### src/rtl/vend_pkg.sv
// Shared types and coin table for the vending-machine controller.
package vend_pkg;

    typedef enum logic [1:0] {
        ST_IDLE   = 2'd0,
        ST_SELECT = 2'd1,
        ST_VEND   = 2'd2,
        ST_CHANGE = 2'd3
    } vend_state_e;

    typedef logic [1:0] coin_idx_t;

    localparam int COIN_VAL_W = 5;
    localparam logic [COIN_VAL_W-1:0] COIN_VAL_1  = 5'd1;
    localparam logic [COIN_VAL_W-1:0] COIN_VAL_5  = 5'd5;
    localparam logic [COIN_VAL_W-1:0] COIN_VAL_10 = 5'd10;
    localparam logic [COIN_VAL_W-1:0] COIN_VAL_20 = 5'd20;

    function automatic logic [COIN_VAL_W-1:0] coin_value(input coin_idx_t idx);
        logic [COIN_VAL_W-1:0] val;
        case (idx)
            2'd0:    val = COIN_VAL_1;
            2'd1:    val = COIN_VAL_5;
            2'd2:    val = COIN_VAL_10;
            2'd3:    val = COIN_VAL_20;
            default: val = COIN_VAL_1;
        endcase
        return val;
    endfunction

endpackage

### src/rtl/vend_change_gen.sv
// Greedy change selector: picks the largest coin whose value does not exceed credit.
module vend_change_gen
    import vend_pkg::*;
#(
    parameter int CREDIT_W = 7
) (
    input  logic [CREDIT_W-1:0] credit,
    output logic [1:0]          chg_coin
);

    logic [CREDIT_W+COIN_VAL_W-1:0] credit_ext_s;

    assign credit_ext_s = {{COIN_VAL_W{1'b0}}, credit};

    // Widened compare keeps the coin table valid for any credit width.
    always_comb begin
        chg_coin = 2'd0;
        if (credit_ext_s >= {{CREDIT_W{1'b0}}, COIN_VAL_20}) begin
            chg_coin = 2'd3;
        end else if (credit_ext_s >= {{CREDIT_W{1'b0}}, COIN_VAL_10}) begin
            chg_coin = 2'd2;
        end else if (credit_ext_s >= {{CREDIT_W{1'b0}}, COIN_VAL_5}) begin
            chg_coin = 2'd1;
        end else begin
            chg_coin = 2'd0;
        end
    end

endmodule

### src/rtl/vend_ctrl.sv
// Vending controller: credit, item browsing, vend and change handshakes.
// Optional per-item stock tracking is enabled by defining VEND_STOCK_EN.
module vend_ctrl
    import vend_pkg::*;
#(
    parameter int                            N_ITEMS    = 5,
    parameter int                            CREDIT_W   = 7,
    parameter int                            MAX_CREDIT = 99,
    parameter logic [N_ITEMS*CREDIT_W-1:0]   PRICES     = {7'd8, 7'd10, 7'd6, 7'd5, 7'd7},
    parameter int                            STOCK_W    = 4,
    localparam int                           SEL_W      = $clog2(N_ITEMS)
) (
    input  logic                 clk,
    input  logic                 rst,
    input  logic                 coin_valid,
    input  logic [1:0]           coin_sel,
    output logic                 coin_reject,
    input  logic                 l_btn,
    input  logic                 r_btn,
    input  logic                 c_btn,
    input  logic                 refund_btn,
    output logic [SEL_W-1:0]     sel,
    output logic [CREDIT_W-1:0]  sel_price,
    output logic [CREDIT_W-1:0]  credit,
    output logic [N_ITEMS-1:0]   afford,
    output logic                 deny,
    output logic                 vend_valid,
    input  logic                 vend_ready,
    output logic [SEL_W-1:0]     vend_item,
    output logic                 chg_valid,
    input  logic                 chg_ready,
    output logic [1:0]           chg_coin,
    input  logic                 restock_valid,
    input  logic [SEL_W-1:0]     restock_item,
    input  logic [STOCK_W-1:0]   restock_qty,
    output logic [N_ITEMS-1:0]   sold_out
);

    localparam logic [SEL_W-1:0]  SEL_LAST = SEL_W'(N_ITEMS - 1);
    localparam logic [CREDIT_W:0] MAX_SUM  = (CREDIT_W + 1)'(MAX_CREDIT);

    vend_state_e          state_q, state_d;
    logic [CREDIT_W-1:0]  credit_q, credit_d;
    logic [SEL_W-1:0]     sel_q, sel_d;
    logic [SEL_W-1:0]     vend_item_q, vend_item_d;
    logic                 coin_reject_q, coin_reject_d;
    logic                 deny_q, deny_d;

    logic [CREDIT_W-1:0]  price_s [N_ITEMS];
    logic [N_ITEMS-1:0]   in_stock_s;
    logic [N_ITEMS-1:0]   afford_s;
    logic [CREDIT_W:0]    coin_sum_s;
    logic [1:0]           chg_coin_s;
    logic [CREDIT_W-1:0]  chg_val_s;
    logic [CREDIT_W-1:0]  vend_price_s;
    logic                 vend_hs_s;

    vend_change_gen #(
        .CREDIT_W (CREDIT_W)
    ) u_change_gen (
        .credit   (credit_q),
        .chg_coin (chg_coin_s)
    );

    assign coin_sum_s   = {1'b0, credit_q} + (CREDIT_W + 1)'(coin_value(coin_sel));
    assign chg_val_s    = CREDIT_W'(coin_value(chg_coin_s));
    assign vend_price_s = price_s[vend_item_q];
    assign vend_hs_s    = (state_q == ST_VEND) && vend_ready;

    // Unpack the price table and derive per-item affordability.
    always_comb begin
        for (int i = 0; i < N_ITEMS; i++) begin
            price_s[i]  = PRICES[i*CREDIT_W +: CREDIT_W];
            afford_s[i] = (credit_q >= price_s[i]) && in_stock_s[i];
        end
    end

`ifdef VEND_STOCK_EN
    logic [STOCK_W-1:0] stock_q [N_ITEMS];
    logic [STOCK_W-1:0] stock_d [N_ITEMS];

    // Restock overrides the vend decrement on the same item and cycle.
    always_comb begin
        for (int i = 0; i < N_ITEMS; i++) begin
            stock_d[i] = stock_q[i];
            if (restock_valid && (restock_item == SEL_W'(i))) begin
                stock_d[i] = restock_qty;
            end else if (vend_hs_s && (vend_item_q == SEL_W'(i))) begin
                stock_d[i] = stock_q[i] - STOCK_W'(1);
            end else begin
                stock_d[i] = stock_q[i];
            end
            in_stock_s[i] = (stock_q[i] != '0);
        end
    end

    // Stock counter registers.
    always_ff @(posedge clk or negedge rst) begin
        if (!rst) begin
            for (int i = 0; i < N_ITEMS; i++) begin
                stock_q[i] <= '0;
            end
        end else begin
            for (int i = 0; i < N_ITEMS; i++) begin
                stock_q[i] <= stock_d[i];
            end
        end
    end

    assign sold_out = ~in_stock_s;
`else
    logic unused_restock_s;

    assign unused_restock_s = ^{restock_valid, restock_item, restock_qty};
    assign in_stock_s       = '1;
    assign sold_out         = '0;
`endif

    // Next-state logic; in IDLE/SELECT refund beats confirm beats coin.
    always_comb begin
        state_d       = state_q;
        credit_d      = credit_q;
        sel_d         = sel_q;
        vend_item_d   = vend_item_q;
        coin_reject_d = 1'b0;
        deny_d        = 1'b0;
        case (state_q)
            ST_IDLE, ST_SELECT: begin
                if (refund_btn && (state_q == ST_SELECT)) begin
                    state_d       = ST_CHANGE;
                    coin_reject_d = coin_valid;
                end else if (c_btn && afford_s[sel_q]) begin
                    state_d       = ST_VEND;
                    vend_item_d   = sel_q;
                    coin_reject_d = coin_valid;
                end else begin
                    deny_d = c_btn;
                    if (coin_valid && (coin_sum_s <= MAX_SUM)) begin
                        credit_d = coin_sum_s[CREDIT_W-1:0];
                    end else begin
                        credit_d      = credit_q;
                        coin_reject_d = coin_valid;
                    end
                    if (l_btn && !r_btn) begin
                        sel_d = (sel_q == '0) ? SEL_LAST : sel_q - SEL_W'(1);
                    end else if (r_btn && !l_btn) begin
                        sel_d = (sel_q == SEL_LAST) ? '0 : sel_q + SEL_W'(1);
                    end else begin
                        sel_d = sel_q;
                    end
                    state_d = (credit_d != '0) ? ST_SELECT : ST_IDLE;
                end
            end
            ST_VEND: begin
                coin_reject_d = coin_valid;
                if (vend_ready) begin
                    credit_d = credit_q - vend_price_s;
                    state_d  = (credit_q == vend_price_s) ? ST_IDLE : ST_SELECT;
                end else begin
                    state_d = ST_VEND;
                end
            end
            ST_CHANGE: begin
                coin_reject_d = coin_valid;
                if (chg_ready) begin
                    credit_d = credit_q - chg_val_s;
                    state_d  = (credit_q == chg_val_s) ? ST_IDLE : ST_CHANGE;
                end else begin
                    state_d = ST_CHANGE;
                end
            end
            default: begin
                state_d  = ST_IDLE;
                credit_d = '0;
            end
        endcase
    end

    // Controller state registers.
    always_ff @(posedge clk or negedge rst) begin
        if (!rst) begin
            state_q       <= ST_IDLE;
            credit_q      <= '0;
            sel_q         <= '0;
            vend_item_q   <= '0;
            coin_reject_q <= 1'b0;
            deny_q        <= 1'b0;
        end else begin
            state_q       <= state_d;
            credit_q      <= credit_d;
            sel_q         <= sel_d;
            vend_item_q   <= vend_item_d;
            coin_reject_q <= coin_reject_d;
            deny_q        <= deny_d;
        end
    end

    assign coin_reject = coin_reject_q;
    assign deny        = deny_q;
    assign credit      = credit_q;
    assign sel         = sel_q;
    assign sel_price   = price_s[sel_q];
    assign afford      = afford_s;
    assign vend_valid  = (state_q == ST_VEND);
    assign vend_item   = vend_item_q;
    assign chg_valid   = (state_q == ST_CHANGE);
    assign chg_coin    = chg_coin_s;

endmodule

### config.mk
export PLATFORM = sky130hd
export DESIGN_NAME = vend_ctrl
export DESIGN_NICKNAME = d
export VERILOG_FILES = /design/src/rtl/vend_pkg.sv /design/src/rtl/vend_change_gen.sv /design/src/rtl/vend_ctrl.sv
export SDC_FILE = /design/constraint.sdc
export NUM_CORES = 1
export LEC_CHECK = 0
export ABC_AREA = 1
export BUFFER_PORTS_ARGS = -buffer_cell sky130_fd_sc_hd__buf_4
export CAP_MARGIN = 10
export CORE_AREA = 2 2 64 66
export DETAILED_ROUTE_END_ITERATION = 8
export DIE_AREA = 0 0 66 68
export PLACE_DENSITY_LB_ADDON = 0.08
export SYNTH_ARGS = -nofsm -noshare
export SYNTH_HDL_FRONTEND = slang
export SYNTH_SLANG_ARGS = --single-unit
### constraint.sdc
create_clock -name clk -period 6.6 [get_ports clk]
set_input_delay 0.33 -clock clk [delete_from_list [all_inputs] [get_ports clk]]
set_output_delay 0.33 -clock clk [all_outputs]
set_load 0.02 [all_outputs]
==> Yosys cells after proc, flatten, opt, wreduce, memory -nomap -nowiden <==
Memories as Yosys holds them, arrays and structs flattened.
Index checks and enable logic that the tools add are counted.
Widths: inputs -> output; s select.
{ "totals": {"out_inout_bits": 36, "rom_bits": 112, "word_cells": 102, "n_memories": 2, "reg_bits": 17} }
{ "classes": {"reduce_logical": 18, "add_sub_neg": 5, "n_bitwise": 4, "eq_ne": 16, "order_cmp": 12, "muxes": 39} }
{ "memory_table": {"columns": ["memory", "words", "word_bits", "read_ports", "rd_ports_with_merged_regs", "write_ports", "line", "text"], "rows": [
  ["(name not given)", 8, 7, 1, 0, 0, "vend_ctrl.sv:202", "assign sel_price = price_s[sel_q];"],
  ["(name not given)", 8, 7, 1, 0, 0, "vend_ctrl.sv:67", "assign vend_price_s = price_s[vend_item_q];"]
]} }
{ "ops": {"columns": ["op", "count"], "rows": [
  ["$mux 7", 12],
  ["$pmux 5 s4", 2],
  ["$ge 7x3->1 const B", 4],
  ["$ge 7x4->1 const B", 3],
  ["$pmux 7 s3", 1],
  ["$mux 2", 7],
  ["$eq 2x2->1 const B", 6],
  ["$mux 3", 4],
  ["$mux 1", 10],
  ["$add 7x5->8", 1],
  ["$ge 4x4->1 const B", 2],
  ["$le 8x7->1 const B", 1],
  ["$not 3->4", 2],
  ["$reduce_and 4->1", 2],
  ["$eq 7x5->1", 1],
  ["$eq 7x7->1", 1],
  ["$ge 7x5->1 const B", 1],
  ["$reduce_bool 7->1", 1],
  ["$sub 7x5->7", 1],
  ["$sub 7x7->7", 1],
  ["$eq 2x1->1 const B", 3],
  ["$logic_not 2->1", 3],
  ["$pmux 2 s3", 1],
  ["$logic_and 1x1->1", 5],
  ["other kinds (14)", 19]
]} }

==> Logic depth before layout (Yosys ltp) <==
Gate-level depths: netlist of run 1.
{ "depth": {"ltp_word": 14, "mapped_depth": 23, "mapped_depth_nobuf": 23} }

==> By module <==
Synthesis of run 1 repeated with hierarchy kept, for this count alone.
{ "unflattened": {"hier_cells": 330, "hier_area_um2": 2197.1} }
{ "by_module_without_submodules": {"columns": ["module", "cells_each", "area_each_um2", "seq_area_each_um2", "instances"], "rows": [
  ["vend_ctrl", 311, 2118.3, 425.4, 1],
  ["vend_change_gen", 19, 78.8, 0.0, 1]
]} }

==> Worst setup path after synthesis of run 1 <==
OpenSTA, ideal clock, no wires.
{ "synth_timing": {"kind": "register to register", "startpoint": "reg credit_q[1] (netlist: credit[1])", "endpoint": "reg credit_q[5] (netlist: credit[5])", "stages_incl_launch_ff": 17, "required_time_ps": 6479, "slack_ps": 3801, "arrival_time_ps": 2678, "path_cell_list": "dfrtp_1 nor2_1 o21ai_2 inv_1 a21oi_1 ha_1 a21oi_1 nand2_1 nand2_1 inv_1 or2_2 a21oi_1 nand2_1 nand3_1 o31ai_1 o21bai_1 nand2_1"} }
{ "synth_between": {"word_cells_on_any_way": 35} }
{ "synth_lines": {"columns": ["element", "line", "text"], "rows": [
  ["start: declaration", "vend_ctrl.sv:43", "logic [CREDIT_W-1:0] credit_q, credit_d;"],
  ["start signal: assignment", "vend_ctrl.sv:190", "credit_q <= credit_d;"],
  ["$ge 7x4->1", "vend_ctrl.sv:74", "afford_s[i] = (credit_q >= price_s[i]) && in_stock_s[i];"],
  ["net afford[3]", "vend_ctrl.sv:25", "output logic [N_ITEMS-1:0] afford,"],
  ["$bmux 1 s3", "vend_ctrl.sv:132", "end else if (c_btn && afford_s[sel_q]) begin"],
  ["$mux 1 (not written as such)", "vend_ctrl.sv:132", null],
  ["$logic_and 1x1->1", "vend_ctrl.sv:132", null],
  ["$ne 2x2->1 (no line)", null, null],
  ["$reduce_and 4->1 (no line)", null, null]
]} }
The timed path passes the listed nets, and every way through them passes these cells. The select of a mux whose other input is x is not followed.
A chain may end at the register's enable or synchronous reset.

==> Worst setup path in the final report of run 1 <==
{ "layout_timing": {"startpoint": "reg credit_q[5] (netlist: credit[5])", "endpoint": "reg credit_q[5] (netlist: credit[5])"} }
{ "layout_between": {"elab_chain_cells": 10, "word_cells_on_any_way": 35} }
{ "layout_lines": {"columns": ["element"], "rows": [
  ["branches (longest 10 deep; another with $ge 7x3->1)"]
]} }
Several ways; the timed one is not identified. The select of a mux whose other input is x is not followed.

==> results.md, run 1 <==
- Status: completed
- Routability Congestion: 0.895
- Top cells by area, synth: dfrtp_1 20%, nand2_1 14%, ha_1 12%
- Critical-path top delay cell: dfrtp_1
- Yosys cell types: 43
- Nets: 405
- Sequential area share after synthesis: 19.9%
- Worst Path Arrival: 3170 ps
- Synth Instances: 324
- Post-synthesis async set-or-reset flop share: 100%
- Most common cell after layout, fill and taps aside: nand2_1
- Post-CTS setup repair buffer count: 0
- Initial antenna violation count: 0
- Max transition margin: 64.3%
- Crit end category: flop
- Placed Instances: 407
- WL/cell: 12.4 um
- Yosys reg bits: 17
- Placed Area: 2430 um2
- Post-route cell area: 2480 um2
- Critical path peak fanout: 13
- Routed vias: 2186
- Least-Margin Pin Slew: 534 ps
- Clk slew on worst S/H paths: 70 ps
- TritonCTS Sinks: 17
- IO buf count: 38
- CTS tree: done
- Vias in the first global route: 1944
- WP data required: 6750 ps
- Top-Level Pins: 55
- Vias per std cell: 5.31
- Peak Freq: 331 MHz
- HPWL after DPL: 4240 um
- Setup_tns: 0 ps
- ANT cells: 0
- Share of the synthesized area in the top cell type: 19.9%
- Mapped Area: 2140 um2
- Resize count post-CTS: 0
- Synth Flop Type: dfrtp_1
- Drt drc: 0
- EDFF count, synth: 0
- Worst VDD drop: 302 uV
- Die width: 66 um
- Largest net degree at the start of global routing: 18
- Final Hold Vio Count: 0
- Crit share post-route: 45.8%
- CTS buffer count: 3
- Antenna Nets Post-Route: 0
- Initial DRC count: 120
- Max Slew Vio Count: 0
- Clk_lat worst skew: 260 ps
- Kind of critical path: flop to flop
- CP Launch Type: flop
- Post-Syn Area per Cell: 6.60 um2
- Commonest non-fill, non-tap cells in the layout: 80 x nand2_1, 55 x inv_1, 38 x buf_4
- Period minus WS final: 3020 ps
- Total GRT Usage: 25.0%
- Maxcap violations: 0
- Core ar.: 3860 um2
- Die height: 68 um
- RSZ-0062 raised after global routing: no
- Worst hold path type: input pin to flop
- Drt total wl: 5120 um
- Leakage: 1.40 nW
- Layout cells sized above 1: 18.2%
- Critical path's largest stage delay: 530 ps
- Final setup violation count: 0
- Clock tree buffer depth: 2
- Worst path most repeated cell: nand2_1
- Yosys warning count: 0
- Root buffer cell: clkbuf_8
- First-pass GRT wire length: 8670 um
- Initial Util: 55.5%
- Grt ovf: 0
- Pwr/cell area: 581 nW/um2
- Area leader, netlist: dfrtp_1
- Area added between synthesis and finish: 16.1%
- H-tree depth: 1
- Critical path cell sequence: nor2_2 > inv_2 > nor2_8 > nand2_4 > nor2_4 > o21ai_2 > a21oi_1 > ha_1 > a21oi_1 > nand2_1 > nand2_1 > inv_1 > or2_2 > a21oi_1 > nand2_1 > nand3_1 > o31ai_1 > o21bai_1 > nand2_1
- Die Area: 4490 um2
- Cell Count, Final, Fillers Out: 412
- # rows: 23
- Clk_skew: 2.79 ps
- Drt first pass iters: 4
==> sequential cells by signal (all words and copies together), names as in the netlist <==
register and flops:
state_q 2, coin_reject 1, sel 3, deny 1
vend_item 3, credit 7
==> metrics by stage <==
stage	hold slack [ps]	setup WS, ps	power (mW)	util, %
after floorplan	34.4	3800	1.07	-
after global placement	211	3610	1.34	62.9
after detailed placement	210	3610	1.35	62.9
after CTS	322	3580	1.44	64.4
after global routing	329	3310	1.60	64.4
final	324	3580	1.44	64.4
==> worst max-delay path: cells and delay by family (launching register included) <==
kind,cells,cell delay (ps)
AOI/OAI and AO/OA,6,790
DFF,1,530
and+or+nand+nor,10,1140
buffers and inverters,2,140
adders and majority gates,1,310
==> metal layers <==
metal  global-route usage [%]  up-vias  share of wire, %
met3                     2.47        4               4.6
met1                     32.5     1008                45
met5                        0        -                 0
met4                     7.91        0               1.0
li1                         -     1126                 -
met2                     43.8       48                49
==> report_power, final <==
| group | total, mW | leakage (nW) | switching, mW | internal, mW |
|---|---|---|---|---|
| clock | 0.0820 | 0.0255 | 0.0399 | 0.0420 |
| sequential | 0.244 | 0.204 | 0.0899 | 0.154 |
| combinational | 1.12 | 1.17 | 0.699 | 0.418 |
==> synth_stat cells, types with 2 or more instances <==
cell	count
o31ai_1	2
o21ai_2	3
or2_2	2
ha_1	21
a21oi_1	10
dfrtp_1	17
nor3_1	2
a31oi_1	2
inv_1	55
nand3_1	20
nand2_4	2
nor2_1	25
fa_1	2
o22ai_1	2
a22oi_2	2
nor2_2	2
o21bai_1	3
nand3_4	2
nand4_1	11
nand2_1	80
buf_2	2
o211ai_1	2
o21ai_1	4
nor4_1	2
a22oi_1	3
o21ai_0	17
inv_2	6
buf_4	8
==> kinds of logic (layout without fill, tap and decap cells) <==
group | Yosys count | count (layout) | share of synthesized area [%]
XOR/XNOR | 1 | 1 | 0.410
buffers and inverters | 74 | 105 | 14.9
other | 1 | 8 | 0.175
flip-flops | 17 | 17 | 19.9
adder cells (fa/ha/maj) | 23 | 23 | 14.2
AO/OA/AOI/OAI | 54 | 54 | 15.9
AND/OR/NAND/NOR | 154 | 154 | 34.6
==> cell type report <==
| class | instances | area (um2) |
|---|---|---|
| Timing Repair Buffer | 39 | 295 |
| Clock inverter | 1 | 5.00 |
| Multi-Input combinational cell | 240 | 1420 |
| Sequential cell | 17 | 425 |
| Clock buffer | 3 | 41.3 |
| Inverter | 62 | 233 |
| Fill cell | 374 | 1370 |
| Tap cell | 50 | 62.6 |
==> path summary, 6_finish.rpt <==
kind	start	to	slack, ps	depth (start not counted)
worst max-delay path	credit[5]	credit[5]	3580	19
worst min-delay path	vend_ready	state_q[0]	320	3
worst max register to register	credit[5]	credit[5]	3580	19
worst min register to register	state_q[1]	deny	530	1
max in group asynchronous	rst	coin_reject	5940	2
min in group asynchronous	rst	credit[4]	460	2
==> timing repair <==
action	4_1_cts	5_1_grt
hold endpoints to repair	17	0
endpoints found under the setup margin	0	0
hold buffers	1	0
Power figures use the tool's default switching activity.
==> inputs of run 2 (changes only) <==
--- a/config.mk
+++ b/config.mk
@@ -8,9 +8,9 @@
 export ABC_AREA = 1
 export BUFFER_PORTS_ARGS = -buffer_cell sky130_fd_sc_hd__buf_4
 export CAP_MARGIN = 10
-export CORE_AREA = 2 2 64 66
+export CORE_AREA = 2 2 66 68
 export DETAILED_ROUTE_END_ITERATION = 8
-export DIE_AREA = 0 0 66 68
+export DIE_AREA = 0 0 68 70
 export PLACE_DENSITY_LB_ADDON = 0.08
 export SYNTH_ARGS = -nofsm -noshare
 export SYNTH_HDL_FRONTEND = slang
==> constraint.sdc (replaced) <==
create_clock -name clk -period 3 [get_ports clk]
set_input_delay 0.15 -clock clk [delete_from_list [all_inputs] [get_ports clk]]
set_output_delay 0.15 -clock clk [all_outputs]
set_load 0.02 [all_outputs]
==> run 2 against run 1 <==
Compared with the run above: cell count rose by 1.7%; critical path type unchanged; sequential share of layout area fell by 0.31 points; sequential cell count did not move; critical path depth did not move; routed wire length rose by 6.0%; register-to-register slack got worse by 3300 ps; non-clock buffer count rose by 5.
==> results.md, run 2 (synthesis results as in run 1) <==
- Status: completed
- Initial Util: 51.6%
- Root buffer cell: clkbuf_8
- Met1 Use GR: 35.5%
- First-pass GRT wire length: 9180 um
- Final Hold Vio Count: 0
- WP data required: 3150 ps
- Clk_skew: 4.77 ps
- Drt total wl: 5430 um
- Peak Freq: 363 MHz
- Clk_lat worst skew: 260 ps
- Grt ovf: 0
- Kind of cell adding the most delay to the critical path: simple AND/OR/NAND/NOR gates
- Final setup violation count: 0
- Area added between synthesis and finish: 18.6%
- Hold wc startpoint: vend_ready
- Vias in the first global route: 1998
- Worst hold path type: input pin to flop
- GRT Max-Usage Layer: met2
- ANT cells: 0
- Max reg flops: 7
- Nets: 410
- Pwr/cell area: 1290 nW/um2
- Die Area: 4760 um2
- CP Launch Type: flop
- Critical path's largest stage delay: 450 ps
- Die height: 70 um
- Cell Count, Final, Fillers Out: 419
- Core ar.: 4140 um2
- Worst Path Buf+Inv: 2
- Vias per std cell: 5.25
- Kind of critical path: flop to flop
- Setup_tns: 0 ps
- Routed vias: 2201
- Period minus WS final: 2750 ps
- Critical-path top delay cell: dfrtp_2
- WL/cell: 13.0 um
- Crit end category: flop
- Worst Path Arrival: 2900 ps
- Drt drc: 0
- CTS buffer count: 3
- Total GRT Usage: 24.7%
- CTS tree: done
- Reg2reg start: credit[6]
- # rows: 24
- Leakage: 1.42 nW
- Grt met2 use: 39.2%
- Top-Level Pins: 55
- Worst path most repeated cell: nand2_1
- TritonCTS Sinks: 17
- GR Layer Usage met3: 2.90%
- Worst VDD drop: 611 uV
- Maxcap violations: 0
- Max transition margin: 64.6%
- Initial antenna violation count: 0
- Max Slew Vio Count: 0
- RSZ-0062 raised after global routing: no
- Worst hold slack: 138 ps
- Die width: 68 um
- Most common cell after layout, fill and taps aside: nand2_1
- Clock tree buffer depth: 2
- Commonest non-fill, non-tap cells in the layout: 80 x nand2_1, 55 x inv_1, 43 x buf_4
- Crit share post-route: 91.8%
- Clk slew on worst S/H paths: 70 ps
- Antenna Nets Post-Route: 0
- Placed Instances: 414
- Initial DRC count: 145
- H-tree depth: 1
- IO buf count: 38
- Critical path cell sequence: nor2_4 > inv_2 > nor2_8 > nand2_4 > nor2_4 > o21ai_2 > a21oi_2 > ha_1 > a21oi_2 > nand2_1 > nand2_1 > inv_1 > or2_2 > a21oi_1 > nand2_1 > nand3_1 > o31ai_1 > o21bai_1 > nand2_1
- Least-Margin Pin Slew: 530 ps
- Largest net degree at the start of global routing: 18
- Layout cells sized above 1: 19.9%
- Post-CTS setup repair buffer count: 0
- Critical Path Start: credit[6]
- Critical path peak fanout: 5
- Routability Congestion: 0.936
- Drt first pass iters: 5
- HPWL after DPL: 4410 um
run 2: power by group:
part / internal, mW / switching (mW)
combinational: 0.973 / 1.64
clock: 0.0944 / 0.0838
sequential: 0.341 / 0.139
run 2: cell type report:
cell class,count,area [um2]
clock buffers,4,45.0
fillers,412,1610
inverters,62,233
multi-input cells,240,1430
flip-flops and latches,17,427
well taps,52,65.1
repair buffers,44,333
run 2: path summary, 6_finish.rpt:
path	endpoint	slack [ps]	cells after the start
min	state_q[0]	140	3
min in group asynchronous	credit[6]	300	2
max reg2reg	credit[5]	250	19
max in group asynchronous	credit[6]	2490	2
min reg2reg	deny	540	1
max	credit[5]	250	19
run 2: stage by stage:
stage	setup slack, ps	total power, mW	util, %	instance area [um2]
finish	247	3.27	61.2	2540
global route	7.42	3.62	61.2	2540
CTS	144	3.24	60.9	2520
detailed placement	164	3.05	59.5	2470
global placement	233	3.01	59.5	2470
floorplan	201	2.35	-	2160
run 2: tightest hold or removal path, delay by kind of cell:
family	cells	cell delay (ps)
AOI/OAI and AO/OA	1	70
and+or+nand+nor	1	60
buffers and inverters	1	90
run 2: metal layers:
layer | wire (um) | vias to the layer above | part of all wire, %
met3 | 217 | 6 | 4.0
met1 | 2490 | 1017 | 46
met2 | 2650 | 46 | 49
li1 | - | 1132 | -
met4 | 72 | 0 | 1.3
met5 | 0 | - | 0
run 2: what timing repair did:
action	CTS	global route
hold endpoints to repair	17	0
resized for setup	0	4
hold buffers	1	0
setup endpoints to repair	0	1
